## config.mk

```make
export PLATFORM = sky130hd
export DESIGN_NAME = trax_move_rx
export DESIGN_NICKNAME = d
export VERILOG_FILES = /design/src/rtl/trax_move_rx_pkg.sv /design/src/rtl/trax_uart_rx.sv /design/src/rtl/trax_move_rx.sv
export SDC_FILE = /design/constraint.sdc
export NUM_CORES = 1
export LEC_CHECK = 0
export CAP_MARGIN = 20
export CORE_ASPECT_RATIO = 0.7
export CORE_MARGIN = 2
export CORE_UTILIZATION = 45
export CTS_BUF_LIST = sky130_fd_sc_hd__clkbuf_4
export DETAILED_ROUTE_END_ITERATION = 8
export PLACE_DENSITY = 0.78
export SLEW_MARGIN = 20
export SYNTH_ARGS = -nofsm -noshare
export SYNTH_HDL_FRONTEND = slang
export SYNTH_SLANG_ARGS = --single-unit
```

## constraint.sdc

```tcl
create_clock -name clk -period 2.39 [get_ports clk]
set_clock_uncertainty 0.15 [all_clocks]
set_input_delay 0.478 -clock clk [delete_from_list [all_inputs] [get_ports clk]]
set_output_delay 0.478 -clock clk [all_outputs]
set_load 0.01 [all_outputs]
```

## src/rtl/trax_move_rx_pkg.sv

```systemverilog
// ============================================================================
// Module      : trax_move_rx_pkg
// Description : Shared tile/colour codes, move-word layout and ASCII constants
//               for the Trax move receiver.
// Revision    : 1.0 - initial release
// ============================================================================
`default_nettype none

package trax_move_rx_pkg;

    localparam logic [1:0] c_TILE_EMPTY  = 2'b00;
    localparam logic [1:0] c_TILE_PLUS   = 2'b01;
    localparam logic [1:0] c_TILE_SLASH  = 2'b10;
    localparam logic [1:0] c_TILE_BSLASH = 2'b11;

    localparam logic c_COLOR_BLACK = 1'b1;
    localparam logic c_COLOR_WHITE = 1'b0;

    localparam int c_ROW_LSB  = 0;
    localparam int c_ROW_W    = 10;
    localparam int c_COL_LSB  = 10;
    localparam int c_COL_W    = 10;
    localparam int c_TILE_LSB = 20;
    localparam int c_TILE_W   = 2;
    localparam int c_MOVE_W   = 22;

    localparam logic [7:0] c_ASCII_LF     = 8'h0A;
    localparam logic [7:0] c_ASCII_CR     = 8'h0D;
    localparam logic [7:0] c_ASCII_AT     = 8'h40;
    localparam logic [7:0] c_ASCII_Z      = 8'h5A;
    localparam logic [7:0] c_ASCII_DASH   = 8'h2D;
    localparam logic [7:0] c_ASCII_B      = 8'h42;
    localparam logic [7:0] c_ASCII_W      = 8'h57;
    localparam logic [7:0] c_ASCII_PLUS   = 8'h2B;
    localparam logic [7:0] c_ASCII_SLASH  = 8'h2F;
    localparam logic [7:0] c_ASCII_BSLASH = 8'h5C;
    localparam logic [7:0] c_ASCII_ZERO   = 8'h30;
    localparam logic [7:0] c_ASCII_NINE   = 8'h39;

    function automatic logic [c_MOVE_W-1:0] pack_move(
        input logic [c_TILE_W-1:0] tile,
        input logic [c_COL_W-1:0]  col,
        input logic [c_ROW_W-1:0]  row
    );
        logic [c_MOVE_W-1:0] mv;
        mv = '0;
        mv[c_TILE_LSB +: c_TILE_W] = tile;
        mv[c_COL_LSB  +: c_COL_W]  = col;
        mv[c_ROW_LSB  +: c_ROW_W]  = row;
        return mv;
    endfunction

endpackage

`default_nettype wire

```

## src/rtl/trax_uart_rx.sv

```systemverilog
// ============================================================================
// Module      : trax_uart_rx
// Description : 8N1 UART receiver with rx synchroniser, half-bit start check
//               and mid-bit sampling; flags good bytes and framing errors.
// Revision    : 1.0 - initial release
// ============================================================================
`default_nettype none

module trax_uart_rx #(
    parameter int CLKS_PER_BIT = 434
) (
    input  logic       clk,
    input  logic       rst,
    input  logic       i_rx,
    output logic [7:0] o_byte,
    output logic       o_byte_valid,
    output logic       o_frame_err
);

    localparam int c_CNT_W = (CLKS_PER_BIT > 2) ? $clog2(CLKS_PER_BIT) : 1;
    localparam logic [c_CNT_W-1:0] c_BIT_LAST  = c_CNT_W'(CLKS_PER_BIT - 1);
    localparam logic [c_CNT_W-1:0] c_HALF_LAST = c_CNT_W'(CLKS_PER_BIT / 2 - 1);

    localparam logic [1:0] S_IDLE  = 2'd0;
    localparam logic [1:0] S_START = 2'd1;
    localparam logic [1:0] S_DATA  = 2'd2;
    localparam logic [1:0] S_STOP  = 2'd3;

    logic               r_meta;
    logic               r_sync;
    logic               r_prev;
    logic [1:0]         r_state;
    logic [c_CNT_W-1:0] r_cnt;
    logic [2:0]         r_bit;
    logic [7:0]         r_shift;

    logic w_bit_end;
    logic w_stop_sample;

    assign w_bit_end     = (r_cnt == c_BIT_LAST);
    assign w_stop_sample = (r_state == S_STOP) && w_bit_end;
    // Flags are combinational so the parser acts in the stop-sample cycle.
    assign o_byte_valid  = w_stop_sample &  r_sync;
    assign o_frame_err   = w_stop_sample & ~r_sync;
    assign o_byte        = r_shift;

    always_ff @(posedge clk) begin
        if (rst) begin
            r_meta  <= 1'b1;
            r_sync  <= 1'b1;
            r_prev  <= 1'b1;
            r_state <= S_IDLE;
            r_cnt   <= '0;
            r_bit   <= '0;
            r_shift <= '0;
        end else begin
            r_meta <= i_rx;
            r_sync <= r_meta;
            r_prev <= r_sync;
            case (r_state)
                S_IDLE: begin
                    r_cnt <= '0;
                    if (r_prev && !r_sync) r_state <= S_START;
                end
                S_START: begin
                    if (r_cnt == c_HALF_LAST) begin
                        r_cnt   <= '0;
                        r_bit   <= '0;
                        r_state <= r_sync ? S_IDLE : S_DATA;
                    end else begin
                        r_cnt <= r_cnt + c_CNT_W'(1);
                    end
                end
                S_DATA: begin
                    if (w_bit_end) begin
                        r_cnt   <= '0;
                        r_shift <= {r_sync, r_shift[7:1]};
                        r_bit   <= r_bit + 3'd1;
                        if (r_bit == 3'd7) r_state <= S_STOP;
                    end else begin
                        r_cnt <= r_cnt + c_CNT_W'(1);
                    end
                end
                default: begin
                    if (w_bit_end) begin
                        r_cnt   <= '0;
                        r_state <= S_IDLE;
                    end else begin
                        r_cnt <= r_cnt + c_CNT_W'(1);
                    end
                end
            endcase
        end
    end

endmodule

`default_nettype wire

```

## src/rtl/trax_move_rx.sv

```systemverilog
// ============================================================================
// Module      : trax_move_rx
// Description : Trax receive front end: UART bytes parsed into 22-bit move
//               words {tile,col,row} and game-start colour messages.
// Revision    : 1.0 - initial release
// ============================================================================
`default_nettype none

module trax_move_rx #(
    parameter int CLKS_PER_BIT   = 434,
    parameter int MAX_ROW_DIGITS = 3
) (
    input  logic        clk,
    input  logic        reset,
    input  logic        rx,
    output logic [21:0] move_out,
    output logic        end_receive,
    output logic        color,
    output logic        color_valid,
    output logic        parse_err
);

    import trax_move_rx_pkg::*;

    localparam int c_DIG_W = $clog2(MAX_ROW_DIGITS + 1);
    localparam logic [c_DIG_W-1:0] c_DIG_MAX = c_DIG_W'(MAX_ROW_DIGITS);

    localparam logic [2:0] P_IDLE  = 3'd0;
    localparam logic [2:0] P_ROW   = 3'd1;
    localparam logic [2:0] P_EOL   = 3'd2;
    localparam logic [2:0] P_COLOR = 3'd3;
    localparam logic [2:0] P_CEOL  = 3'd4;
    localparam logic [2:0] P_ERR   = 3'd5;

    logic [7:0] w_byte;
    logic       w_byte_valid;
    logic       w_frame_err;

    trax_uart_rx #(
        .CLKS_PER_BIT(CLKS_PER_BIT)
    ) u_uart (
        .clk         (clk),
        .rst         (reset),
        .i_rx        (rx),
        .o_byte      (w_byte),
        .o_byte_valid(w_byte_valid),
        .o_frame_err (w_frame_err)
    );

    logic [2:0]          r_state;
    logic [c_COL_W-1:0]  r_col;
    logic [c_ROW_W-1:0]  r_row;
    logic [c_TILE_W-1:0] r_tile;
    logic [c_DIG_W-1:0]  r_digits;
    logic                r_pending;
    logic [c_MOVE_W-1:0] r_move;
    logic                r_end;
    logic                r_color;
    logic                r_color_valid;
    logic                r_parse_err;

    logic                w_is_digit;
    logic                w_is_col;
    logic [c_TILE_W-1:0] w_tile;

    assign w_is_digit = (w_byte >= c_ASCII_ZERO) && (w_byte <= c_ASCII_NINE);
    assign w_is_col   = (w_byte >= c_ASCII_AT)   && (w_byte <= c_ASCII_Z);

    always_comb begin
        w_tile = c_TILE_EMPTY;
        case (w_byte)
            c_ASCII_PLUS:   w_tile = c_TILE_PLUS;
            c_ASCII_SLASH:  w_tile = c_TILE_SLASH;
            c_ASCII_BSLASH: w_tile = c_TILE_BSLASH;
            default:        w_tile = c_TILE_EMPTY;
        endcase
    end

    always_ff @(posedge clk) begin
        if (reset) begin
            r_state       <= P_IDLE;
            r_col         <= '0;
            r_row         <= '0;
            r_tile        <= c_TILE_EMPTY;
            r_digits      <= '0;
            r_pending     <= c_COLOR_WHITE;
            r_move        <= '0;
            r_end         <= 1'b0;
            r_color       <= c_COLOR_WHITE;
            r_color_valid <= 1'b0;
            r_parse_err   <= 1'b0;
        end else begin
            r_end         <= 1'b0;
            r_color_valid <= 1'b0;
            r_parse_err   <= 1'b0;
            if (w_frame_err) begin
                r_state     <= P_ERR;
                r_parse_err <= (r_state != P_ERR);
            end else if (w_byte_valid) begin
                // Every malformed byte lands in ERR; only the entry pulses.
                case (r_state)
                    P_IDLE: begin
                        if (w_is_col) begin
                            r_col    <= c_COL_W'(w_byte - c_ASCII_AT);
                            r_row    <= '0;
                            r_digits <= '0;
                            r_state  <= P_ROW;
                        end else if (w_byte == c_ASCII_DASH) begin
                            r_state <= P_COLOR;
                        end else if (w_byte != c_ASCII_CR && w_byte != c_ASCII_LF) begin
                            r_state     <= P_ERR;
                            r_parse_err <= 1'b1;
                        end
                    end
                    P_ROW: begin
                        if (w_is_digit && r_digits != c_DIG_MAX) begin
                            r_row    <= (r_row << 3) + (r_row << 1) + c_ROW_W'(w_byte[3:0]);
                            r_digits <= r_digits + c_DIG_W'(1);
                        end else if (w_tile != c_TILE_EMPTY && r_digits != '0) begin
                            r_tile  <= w_tile;
                            r_state <= P_EOL;
                        end else begin
                            r_state     <= P_ERR;
                            r_parse_err <= 1'b1;
                        end
                    end
                    P_EOL: begin
                        if (w_byte == c_ASCII_LF) begin
                            r_move  <= pack_move(r_tile, r_col, r_row);
                            r_end   <= 1'b1;
                            r_state <= P_IDLE;
                        end else if (w_byte != c_ASCII_CR) begin
                            r_state     <= P_ERR;
                            r_parse_err <= 1'b1;
                        end
                    end
                    P_COLOR: begin
                        if (w_byte == c_ASCII_B || w_byte == c_ASCII_W) begin
                            r_pending <= (w_byte == c_ASCII_B) ? c_COLOR_BLACK : c_COLOR_WHITE;
                            r_state   <= P_CEOL;
                        end else begin
                            r_state     <= P_ERR;
                            r_parse_err <= 1'b1;
                        end
                    end
                    P_CEOL: begin
                        if (w_byte == c_ASCII_LF) begin
                            r_color       <= r_pending;
                            r_color_valid <= 1'b1;
                            r_state       <= P_IDLE;
                        end else if (w_byte != c_ASCII_CR) begin
                            r_state     <= P_ERR;
                            r_parse_err <= 1'b1;
                        end
                    end
                    default: begin
                        if (w_byte == c_ASCII_LF) r_state <= P_IDLE;
                    end
                endcase
            end
        end
    end

    assign move_out    = r_move;
    assign end_receive = r_end;
    assign color       = r_color;
    assign color_valid = r_color_valid;
    assign parse_err   = r_parse_err;

endmodule

`default_nettype wire

```

### After elaboration in Yosys (flattened, before gate mapping)

Cells that the tools add are included.

* flip-flop bits (word level): 79
* input port bits: 3
* output and inout port bits: 26
* word-level logic and storage cells: 149

* add/subtract/negate cells: 6
* order comparisons: 4
* equal/unequal tests: 33
* multiplexer cells: 45
* bitwise logic cells: 8
* reduce and logical (&&, ||, !) cells: 34

Operators by type and width (number)
* 3-bit two-way mux: 12
* 5-bit AND reduction: 5
* 8-bit by 6-bit equality test with 1-bit output (second input constant): 3
* 8-bit by 7-bit equality test with 1-bit output (second input constant): 3
* 10-bit two-way mux: 2
* 10-bit one-hot mux with 2 select lines: 1
* 9-bit two-way mux: 2
* 9-bit one-hot mux with 2 select lines: 1
* 2-bit two-way mux: 8
* 8-bit by 4-bit inequality test with 1-bit output (second input constant): 2
* 4-bit AND reduction: 4
* 1-bit two-way mux: 13
* 2-bit one-hot mux with 3 select lines: 2
* 3-bit one-hot mux with 4 select lines: 1
* 10-bit adder: 1
* 10-bit by 4-bit adder with 10-bit output: 1
* 2-bit nonzero test: 5
* 9-bit by 1-bit adder with 9-bit output (second input constant): 1
* 9-bit by 8-bit equality test with 1-bit output (second input constant): 1
* 9-bit equality test (second input constant): 1
* 8-bit by 7-bit subtractor with 9-bit output (second input constant): 1
* 8-bit by 4-bit equality test with 1-bit output (second input constant): 1
* 8-bit by 6-bit greater-or-equal comparator with 1-bit output (second input constant): 1
* 8-bit by 7-bit greater-or-equal comparator with 1-bit output (second input constant): 1
* other kinds (34): 57

### Logic depth before layout (Yosys ltp)

* depth after elaboration: 9
* mapped depth: 10
* depth with buffers taken out: 10

### Modules after synthesis

Synthesis repeated with hierarchy kept, for this count alone.

* cell total of the unflattened synthesis: 450
* area, all modules: 4046.4 µm²

Modules (own cells, without submodules)
* trax_move_rx: instances 1, cells each 329, area each 2890.3 µm², sequential area each 1041.0 µm²
* trax_uart_rx: instances 1, cells each 121, area each 1156.1 µm², sequential area each 500.5 µm²

### Worst setup path after synthesis

OpenSTA, ideal clock, no wires.

* kind: register to register
* from: reg u_uart.r_shift[3], in the netlist u_uart.o_byte[3]
* to: reg r_row[8]
* setup time: 0.062 ns
* arrival time: 2.267 ns
* required time: 2.178 ns
* path slack: -0.089 ns
* stages on the path, launching flop included: 10
* path buffers: 0
* period minus slack after synthesis: 2.479 ns
* cells stage by stage: dfxtp_1 > fa_1 > inv_1 > fa_1 > nor2b_1 > o21ai_0 > a21oi_1 > o21a_1 > or4_1 > nand3_1

* cells in the longest elaborated chain, start to end: 5
* elaborated cells on any way between the ends: 13
* classes of those cells: add/sub: 1; order compare: 4; eq/ne: 2; mux: 2; reduce/logical: 4

RTL lines
* start, declared: RTL line trax_uart_rx.sv:35 `logic [7:0] r_shift;`
* start signal, assigned: RTL line trax_uart_rx.sv:77 `r_shift <= {r_sync, r_shift[7:1]};`
* 8-bit by 6-bit greater-or-equal comparator with 1-bit output or 8-bit by 6-bit less-or-equal comparator with 1-bit output (tied branches): RTL line trax_move_rx.sv:66 `assign w_is_digit = (w_byte >= c_ASCII_ZERO) && (w_byte <= c_ASCII_NINE);`
* 1-bit logical AND: RTL line trax_move_rx.sv:66
* 1-bit logical AND: RTL line trax_move_rx.sv:116 `if (w_is_digit && r_digits != c_DIG_MAX) begin`
* 2-bit inequality test (no source line)
* 5-bit AND reduction (no source line)
* end signal, assigned: RTL line trax_move_rx.sv:117 `r_row <= (r_row << 3) + (r_row << 1) + c_ROW_W'(w_byte[3:0]);`
* end, declared: RTL line trax_move_rx.sv:52 `logic [c_ROW_W-1:0] r_row;`

Parallel ways exist; a longest one is shown, timed or not. The select of a mux whose other input is x is not followed.
A chain may end at the register's enable or synchronous reset.

### Worst setup path in the final report

* from: reg u_uart.r_shift[3], in the netlist u_uart.o_byte[3]
* to: reg r_row[9]

The elaborated chain is that of the path after synthesis.

==> impl_metrics.json <==
{
  "violations": "negative setup slack",
  "criticalPathCategory": "reg2reg",
  "grt_pass1_wl_mm": 16.7,
  "critPathBufInv": 0,
  "slew_headroom": 0.651,
  "synth.yosys.warnings": 0,
  "fin_crit_sh": 1.05,
  "min_path_type": "reg2reg",
  "ioPinCount": 29,
  "root_buffer": "clkbuf_4",
  "synth_edf_count": 0,
  "critPathLaunchType": "flip-flop",
  "drt_wl_total_mm": 10.5,
  "synth_ff_type": "dfxtp_1",
  "crit_slowest_cell": "fa_1",
  "fin_nets": 596,
  "cts_sinks": 77,
  "ff2ff_path_depth": 8,
  "drc": 0,
  "setup_violations": 17,
  "crit_chain": "fa_1 > ha_1 > a21oi_2 > o211ai_1 > a2111oi_2 > nor3_1 > xnor2_1 > o31ai_1",
  "status": "finished, violations left",
  "maxSlewViolCount": 0,
  "vias": 3806,
  "path_max_fanout": 2,
  "period_needed_ps": 2500,
  "drt_iter0_markers": 286,
  "grt_max_degree": 30,
  "clockBufferDepth": 2,
  "slowest_delay_ps": 560,
  "timing.hold.ws_ps": 270,
  "syn_area_per_cell_um2": 8.27,
  "ys_types": 56,
  "fin_tns_setup_ps": -866,
  "track_usage": 0.217,
  "htreeDepth": 3,
  "clk_pin_slew_ps": 120,
  "hold_viol": 0,
  "critical_path_arrival_ps": 2730,
  "wire_per_inst_um": 15.1,
  "crit_path_end_kind": "flip-flop",
  "die_x_um": 117,
  "core_um2": 8550,
  "via_per_inst": 5.50,
  "drive_gt1_frac": 0.267,
  "syn_area_um2": 4010,
  "worst_pin_slew_ps": 524,
  "die_area_um2": 9690,
  "p_leak_nw": 2.03,
  "area_delta_synth_final_pct": 30.0,
  "synth_nets": 514,
  "endpoint": "r_row[9]",
  "dp_hpwl_mm": 6.98,
  "antenna_found_initial": 0,
  "grt_pass1_vias": 3543,
  "dr.pass1.iters": 7,
  "ir_drop_uv": 341,
  "cts_made_buffers": 9,
  "cp.required_ps": 2610,
  "p_per_area_nw_per_um2": 410,
  "final_util": 0.610,
  "synthArstFlopShare": 0,
  "r2r_start": "u_uart.o_byte[3]",
  "antenna_cells": 0,
  "num_rows": 28,
  "p_total_w": 0.00214,
  "timing.reg2reg.setup_slack_ps": -110,
  "grt_remaining_overflow": 0,
  "crit_cells": 8,
  "holdBufCountCts": 0,
  "synthCells": 485,
  "cap_violations": 0,
  "synth_seq_area_share": 0.385,
  "yosys_register_bits": 77,
  "cpLargestDelayFamily": "compound AO/OA/AOI/OAI gates",
  "fin_ws_ps": -113,
  "clock_latency_ps": 450,
  "timing.fmax_mhz": 400,
  "antenna_left": 0,
  "worstReg2RegEnd": "r_row[9]",
  "io_buffer_count": 28,
  "die_h_um": 83.0,
  "initial_core_util": 0.469,
  "rsz0062_at_grt": "yes",
  "cts_tree": "done",
  "critPathLaunch": "u_uart.o_byte[3]",
  "place_congestion": 0.920
}
-- registers in the layout (all words and copies together), names as in the netlist, 2 cells and up --
register        cells
u_uart.r_cnt        9
move_out           21
r_tile              2
r_digits            2
r_row              10
u_uart.r_state      2
r_col               9
r_state             3
u_uart.r_bit        3
u_uart.o_byte       8
-- cell type report --
| cell class | instances | area, um2 |
|---|---|---|
| fillers | 728 | 3340 |
| flip-flops and latches | 77 | 1550 |
| clock buffers | 10 | 75.1 |
| clock inverters | 6 | 30.0 |
| inverters | 19 | 71.3 |
| well taps | 120 | 150 |
| multi-input cells | 356 | 2430 |
| repair buffers | 104 | 906 |
-- routing by layer --
metal	track usage	up-vias	wire [um]
met1	0.299	1808	4850
li1	-	1845	-
met5	0	-	0
met3	0.0708	29	717
met2	0.322	124	4690
met4	0.0663	0	205
-- how the worst min path moves through the flow --
stage,slack [ps],startpoint,end,cells after the start
floorplan,240,u_uart.r_meta,u_uart.r_sync,1
global placement,240,u_uart.r_meta,u_uart.r_sync,1
detailed placement,240,u_uart.r_meta,u_uart.r_sync,1
CTS,270,u_uart.r_meta,u_uart.r_sync,1
global route,300,u_uart.r_meta,u_uart.r_sync,1
finish,270,u_uart.r_meta,u_uart.r_sync,1
-- report_power, final --
group          internal, W  switching (W)  total, W
sequential         0.00130     0.00000942   0.00131
combinational    0.0000678      0.0000941  0.000162
clock             0.000213       0.000457  0.000670
-- metrics by stage --
stage / setup slack, ps / instance area, um2 / instances
6_report: -113 / 5210 / 692
3_5_place_dp: -133 / 4780 / 665
2_1_floorplan: -15.1 / 4010 / 485
3_3_place_gp: -81.6 / 4780 / 665
4_1_cts: -110 / 5000 / 687
5_1_grt: -247 / 5210 / 692
-- cell families (layout without fill, tap and decap cells) --
group,after synthesis,after routing,synth area share
multiplexers,10,10,0.0250
adder cells (fa/ha/maj),27,27,0.0874
buffers and inverters,52,139,0.0596
AO/OA/AOI/OAI,92,92,0.141
AND/OR/NAND/NOR,212,212,0.270
XOR/XNOR,15,15,0.0328
flip-flops,77,77,0.385
-- placed cells by master, fill, tap and decap left out, types with 8 or more instances in the layout --
cell type,count
a21oi_1,39
a21oi_2,17
buf_4,67
clkbuf_4,10
clkdlybuf4s50_1,27
dfxtp_1,69
dfxtp_2,8
ha_1,19
inv_1,16
mux2i_1,10
nand2_1,73
nand3_1,23
nand4b_1,9
nor2_1,49
nor3_1,12
xnor2_1,12
-- cell usage after synthesis, types with 4 or more instances --
cell | instances | area [um2]
a21oi_1 | 56 | 280
nand4b_1 | 9 | 78.8
buf_6 | 4 | 45.0
o21ai_0 | 8 | 40.0
nand2b_1 | 4 | 25.0
nand3b_1 | 5 | 37.5
clkbuf_1 | 19 | 71.3
nand3_1 | 23 | 115
dfxtp_1 | 77 | 1540
inv_1 | 19 | 71.3
mux2i_1 | 10 | 100
nand2_1 | 80 | 300
nor3_1 | 14 | 70.1
buf_2 | 8 | 40.0
or4_1 | 4 | 30.0
o211ai_1 | 4 | 30.0
xnor2_1 | 12 | 105
ha_1 | 24 | 300
or2_2 | 4 | 25.0
nor2_1 | 49 | 184
-- repair_timing --
action | CTS | global route
cloned | 1 | 2
setup endpoints to repair | 27 | 29
endpoints found under the hold margin | 0 | 0
pin swaps | 7 | 39
gates resized for setup | 14 | 56
buffers inserted | 5 | 4
(Power assumes the default switching activity.)
